[src/rtl/sparse_pkg.sv]
// sparse_pkg: shared sizes, FSM states and lane helper for the sparse vector decoder.
package sparse_pkg;
  localparam int N = 8;
  localparam int DW = 9;
  localparam int CW = $clog2(N + 1);
  localparam int PW = $clog2(N);
  typedef enum logic [1:0] {IDLE, LOAD, DONE} state_t;
  function automatic logic [N*DW-1:0] lane_put(input logic [N*DW-1:0] v, input logic [PW-1:0] i,
                                               input logic [DW-1:0] d);
    logic [N*DW-1:0] r;
    r = v;
    r[i*DW +: DW] = d;
    return r;
  endfunction
endpackage

[src/rtl/lsb_find.sv]
// lsb_find: index of the lowest set bit of a map, plus an any-bit-set flag.
module lsb_find #(
  parameter int N = 8
) (
  input  logic [N-1:0]         map_i,
  output logic [$clog2(N)-1:0] idx_o,
  output logic                 any_o
);
  localparam int IW = $clog2(N);
  always_comb begin
    idx_o = '0;
    for (int j = N - 1; j >= 0; j--) idx_o = map_i[j] ? IW'(j) : idx_o;
    any_o = |map_i;
  end
endmodule

[src/rtl/sparse_decoder8.sv]
// sparse_decoder8: expands a bitmap header plus packed non-zero elements into a dense vector.
module sparse_decoder8
  import sparse_pkg::*;
(
  input  logic            clk,
  input  logic            reset,
  input  logic            hdr_valid,
  output logic            hdr_ready,
  input  logic [N-1:0]    hdr_map,
  input  logic            elem_valid,
  output logic            elem_ready,
  input  logic [DW-1:0]   elem_data,
  output logic            out_valid,
  input  logic            out_ready,
  output logic [N*DW-1:0] dense_out,
  output logic [N-1:0]    out_map,
  output logic            zero_err
);
  state_t          state_q, state_d;
  logic [N-1:0]    map_q, map_d, work_q, work_d;
  logic [CW-1:0]   rem_q, rem_d;
  logic [N*DW-1:0] dense_q, dense_d;
  logic            zero_q, zero_d;
  logic [PW-1:0]   pos;
  logic            any;

  lsb_find #(.N(N)) u_lsb (.map_i(work_q), .idx_o(pos), .any_o(any));

  always_comb begin
    state_d    = state_q;
    map_d      = map_q;
    work_d     = work_q;
    rem_d      = rem_q;
    dense_d    = dense_q;
    zero_d     = 1'b0;
    hdr_ready  = state_q == IDLE;
    elem_ready = state_q == LOAD && any;
    out_valid  = state_q == DONE;
    if (hdr_valid && hdr_ready) begin
      map_d   = hdr_map;
      work_d  = hdr_map;
      dense_d = '0;
      rem_d   = CW'($countones(hdr_map));
      state_d = hdr_map == '0 ? DONE : LOAD;
    end
    if (elem_valid && elem_ready) begin
      dense_d = lane_put(dense_q, pos, elem_data);
      work_d  = work_q & ~(N'(1) << pos);
      rem_d   = rem_q - CW'(1);
      zero_d  = elem_data == '0;
      state_d = rem_q == CW'(1) ? DONE : LOAD;
    end
    if (out_valid && out_ready) state_d = IDLE;
  end

  always_ff @(posedge clk) begin
    if (reset) begin
      state_q <= IDLE;
      map_q   <= '0;
      work_q  <= '0;
      rem_q   <= '0;
      dense_q <= '0;
      zero_q  <= 1'b0;
    end else begin
      state_q <= state_d;
      map_q   <= map_d;
      work_q  <= work_d;
      rem_q   <= rem_d;
      dense_q <= dense_d;
      zero_q  <= zero_d;
    end
  end

  assign dense_out = dense_q;
  assign out_map   = map_q;
  assign zero_err  = zero_q;
endmodule

[config.mk]
export PLATFORM = sky130hd
export DESIGN_NAME = sparse_decoder8
export DESIGN_NICKNAME = d
export VERILOG_FILES = /design/src/rtl/sparse_pkg.sv /design/src/rtl/lsb_find.sv /design/src/rtl/sparse_decoder8.sv
export SDC_FILE = /design/constraint.sdc
export NUM_CORES = 1
export LEC_CHECK = 0
export BUFFER_PORTS_ARGS = -buffer_cell sky130_fd_sc_hd__buf_4
export CAP_MARGIN = 20
export CORE_ASPECT_RATIO = 1.75
export CORE_MARGIN = 5
export CORE_UTILIZATION = 55
export CTS_CLUSTER_DIAMETER = 60
export DETAILED_ROUTE_END_ITERATION = 8
export HOLD_SLACK_MARGIN = 0.1
export PLACE_DENSITY = 0.83
export RECOVER_POWER = 50
export SYNTH_ARGS = -nofsm -noshare
export SYNTH_HDL_FRONTEND = slang
export SYNTH_SLANG_ARGS = --single-unit
[constraint.sdc]
create_clock -name clk -period 7.2 [get_ports clk]
set_clock_uncertainty 0.2 [all_clocks]
set_input_delay 0.72 -clock clk [delete_from_list [all_inputs] [get_ports clk]]
set_output_delay 0.72 -clock clk [all_outputs]
set_load 0.01 [all_outputs]
; After elaboration in Yosys (flattened, before gate mapping)
; Index checks and enable logic that the tools add are counted.
[totals]
regBits = 95
n_memories = 0
rom_bits = 0
latch_bits = 0
ram_bits = 0
out_inout_bits = 84
in_bits = 22
[op_classes]
mux = 19
order_cmp = 0
bitwise_logic = 3
shift = 3
add_sub_neg = 9
eq_ne = 3
mul = 1
n_reduce_logical = 11
div = 0
[ops]
columns = operator, count
row1 = $mux W72, 2
row2 = $bwmux W72, 1
row3 = $shift A9 B34 Y72 const A, 1
row4 = $shiftx A9 B34 Y72, 1
row5 = $neg A7 Y34, 1
row6 = $mux W3, 8
row7 = $mux W8, 2
row8 = $logic_not A9 Y1, 1
row9 = $add A1 B1 Y2, 4
row10 = $and A8 B8 Y8, 1
row11 = $logic_not A8 Y1, 1
row12 = $mux W2, 4
row13 = $mux W4, 2
row14 = $not A8 Y8, 1
row15 = $reduce_or A8 Y1, 1
row16 = $shl A1 B3 Y8 const A, 1
row17 = $mul A3 B4 Y7 const B, 1
row18 = $add A2 B2 Y3, 2
row19 = $add A3 B3 Y4, 1
row20 = $eq A4 B1 Y1 const B, 1
row21 = $logic_and A1 B1 Y1, 4
row22 = $reduce_or A2 Y1, 2
row23 = $sub A4 B1 Y4 const B, 1
row24 = $eq A2 B1 Y1 const B, 1
row25 = other kinds (4), 4

; Logic depth before layout (Yosys ltp)
[depth]
ltp_word = 13
depth_mapped = 11
depth_no_buf = 11

; By module
; From an unflattened synthesis, not the netlist that was laid out.
[hier_totals]
cells_unflattened = 444
area_unflattened_um2 = 4212.8
[by_module_without_submodules]
columns = module, cells_per_inst, area_each_um2, n_inst
row1 = sparse_decoder8, 431, 4131.5, 1
row2 = lsb_find, 13, 81.3, 1

; Worst setup path after synthesis
; No wires, ideal clock.
[synth_timing]
kind = input port to flip-flop
startpoint = in hdr_map[0]
endpoint = reg rem_q[1]
t_required_ns = 6.880
stages = 10
slack_ns = 3.688
t_arrival_ns = 3.192
n_path_buf = 0
setup_time_ns = 0.120
cell_sequence = fa_1 > inv_1 > fa_1 > fa_1 > inv_1 > ha_1 > inv_1 > fa_1 > nor2_1 > o31a_1
[synth_between]
elab_chain_len = 5
[synth_rtl]
columns = item, line
row1 = start: declaration, sparse_decoder8.sv:9  ; input logic [N-1:0] hdr_map,
row2 = $add A1 B1 Y2 (implied by the code), sparse_decoder8.sv:43  ; rem_d = CW'($countones(hdr_map));
row3 = $add A2 B2 Y3 (implied by the code), sparse_decoder8.sv:43
row4 = $add A3 B3 Y4 (implied by the code), sparse_decoder8.sv:43
row5 = $mux W4, sparse_decoder8.sv:39  ; if (hdr_valid && hdr_ready) begin
row6 = $mux W4, sparse_decoder8.sv:46  ; if (elem_valid && elem_ready) begin
row7 = end signal: assignment, sparse_decoder8.sv:68  ; rem_q <= rem_d;
row8 = end: declaration, sparse_decoder8.sv:21  ; logic [CW-1:0] rem_q, rem_d;
; No other way between the ends. The select of a mux whose other input is x is not followed.
; A chain may end at the register's enable or synchronous reset.

; Final worst setup path
[layout_timing]
startpoint = in hdr_map[0]
endpoint = reg rem_q[2]
; Same word-level chain as after synthesis.

==> flow_summary.toml <==
[status]
outcome = "completed"

[critical_path]
crit_family = "adder cells"
cpMaxStageDelayCell = "fa_1"
cp.arrival_ps = 3500
critPathBufInv = 4
crit_path_frequent_cell = "fa_1"
cp-end-kind = "register"
path_cells = "buf_4, fa_1, inv_1, fa_1, fa_1, inv_1, ha_1, inv_1, fa_1, xnor2_1, o21ai_0, a311oi_1"
critical_path.max_fanout = 3
cp_slowest_stage_delay_ps = 520
start_kind = "input port"
crit_required_ps = 7250
path_class = "input port to register"

[synthesis]
postSynth.asyncResetShare = 0
syn_area_um2 = 4070
synth_nets = 427
syn_avg_cell_area_um2 = 10.5
synth_edf_count = 0
synth-seq-cells = 95
synth_seq_area_share = 0.467
synthCells = 389
synth_ff_type = "dfxtp_1"
ys_types = 56
ys.warnings.count = 0

[global_route]
grt_pass1_wl_um = 16400
grt_max_degree = 33
grt_usage = 0.237
grt_overflow_total = 0
grt_pass1_vias = 3299
antenna_found_initial = 0

[placed_design]
place.gp.congestion = 0.933
portBuffers = 105
dp_hpwl_um = 8050
dp_cells = 564

[routing]
first_pass_iters = 4
viasPerCell = 5.73
drtAntennaViolNets = 0
drt_iter0_drc = 202
drt-total-wl_um = 10600
top_layer = "met4"
routedLengthMet1_um = 3860
num_vias = 3326
wire_per_inst_um = 18.2
route.detailed.drc = 0
wl_met2_um = 5870
met3_length_um = 645

[power]
p_comb_frac = 0.152
power_switching_mw = 0.344
clkPwrFrac = 0.398
power_frac_seq = 0.450
max-vdd-ir-drop_mv = 0.232
power.internal_mw = 0.877
p_leak_nw = 1.98
pwr_density_cell_nw_per_um2 = 250
power_switching_share = 0.282

[finish]
syn_to_final_growth_pct = 20.0
n_antenna_cell = 0
layout_common_cells = "dfxtp_1, clkbuf_1, nand2_1"
nets = 527
final_common_cell = "dfxtp_1"
n_fill_cell = 627
final_cells = 580
layout-drive-gt1-share = 0.121
multi_input_area_um2 = 1980
ff_latch_area_um2 = 1900
post-route-util = 0.676

[clocking]
clk_latency_ps = 350
cts.sinks = 95
cts_tree = "done"
numCtsBuffers = 9
clockBufferDepth = 2
root_buffer = "clkbuf_16"
clk_pin_slew_ps = 60
cts_setup_buffers = 0
ctsResizeCount = 0
cts_hold_buffers = 0
htreeDepth = 3

[die]
die_y_um = 124
io_pins = 106
fp.dieArea_um2 = 9300
dieWidth_um = 75.1
rows = 41
core_area_um2 = 7230
start_util = 0.563

[sta]
maxSlewViolCount = 0
finalCriticalPeriod_ps = 3450
tightest_slew_ps = 783
fin_setup_tns_ps = 0
post-route-period-util = 0.479
finalSetupViolations = 0
max_slew_margin = 0.471
rsz0062_at_grt = "no"
fmax_mhz = 290
hold_violations = 0

[job]
drv_cap = 0

[hold_path]
hold_class = "register to register"
[worst paths after layout]
check / slack, ps / end / cells past startpoint / startpoint
worst max-delay path: 3750 / rem_q[2] / 12 / hdr_map[0]
worst min-delay path: 260 / out_map[2] / 2 / out_map[2]
worst max register to register: 3840 / dense_out[8] / 9 / work_q[2]
worst min register to register: 260 / out_map[2] / 2 / out_map[2]
[final cells by class]
cell class                      instances  share of cell area
Multi-Input combinational cell        252               0.406
Clock inverter                          6              0.0154
Sequential cell                        95               0.389
Clock buffer                           10              0.0469
Inverter                               24              0.0184
Timing Repair Buffer                  107               0.102
Tap cell                               86              0.0220
[Yosys cell counts (2+ instances only)]
library cell,n,area share
a2111oi_4,4,0.027
ha_1,12,0.037
buf_6,2,0.0055
nand2_1,57,0.053
a21oi_1,19,0.023
fa_1,4,0.020
nor4_2,2,0.0061
a22o_1,45,0.097
mux2i_1,27,0.066
nor3_1,4,0.0049
nand3_1,6,0.0074
o211ai_1,4,0.0074
inv_1,24,0.022
nor2b_1,10,0.015
clkbuf_1,9,0.0083
o311ai_0,2,0.0043
nor4_1,2,0.0031
a31oi_4,4,0.021
buf_2,6,0.0074
and4_1,3,0.0065
nor2_1,12,0.011
dfxtp_1,95,0.47
nor3b_1,2,0.0037
or4_1,2,0.0037
[power by group through the flow]
stage / registers [mW] / logic, mW / clock network [mW]
finish: 0.550 / 0.185 / 0.487
global route: 0.551 / 0.203 / 0.516
CTS: 0.550 / 0.191 / 0.493
detailed placement: 0.562 / 0.189 / 0
global placement: 0.561 / 0.181 / 0
floorplan: 0.560 / 0.133 / 0
[registers in the layout (all words and copies together) (netlist names)]
signal,flops
dense_out,72
work_q,8
state_q,2
out_map,8
zero_err,1
rem_q,4
[stage by stage]
step	setup slack (ps)	hold slack [ps]	power (mW)	instance area, µm²
after global routing	3570	270	1.27	4890
after floorplan	3690	263	0.694	4070
final	3750	259	1.22	4890
after global placement	3510	246	0.742	4890
after detailed placement	3370	250	0.751	4890
after CTS	3750	261	1.23	5190
[routing by layer]
metal,track usage,vias up
met2,0.436,114
met4,0.0880,0
met5,0,-
met1,0.252,1606
met3,0.0565,15
li1,-,1591
[logic make-up after synthesis]
kind of cell	after synthesis	share of synthesized area
XOR/XNOR	1	0.00215
multiplexers	27	0.0663
AO/OA/AOI/OAI	93	0.215
flip-flops	95	0.467
adder cells (fa/ha/maj)	16	0.0565
buffers and inverters	42	0.0451
AND/OR/NAND/NOR	115	0.148
[worst register-to-register path: cells and delay by family, from the launching register on]
family / cells / cell delay, ps
and+or+nand+nor: 4 / 1150
adders and majority gates: 2 / 600
AOI/OAI and AO/OA: 2 / 480
DFF: 1 / 460
buffers and inverters: 1 / 360
(Power assumes the default switching activity.)
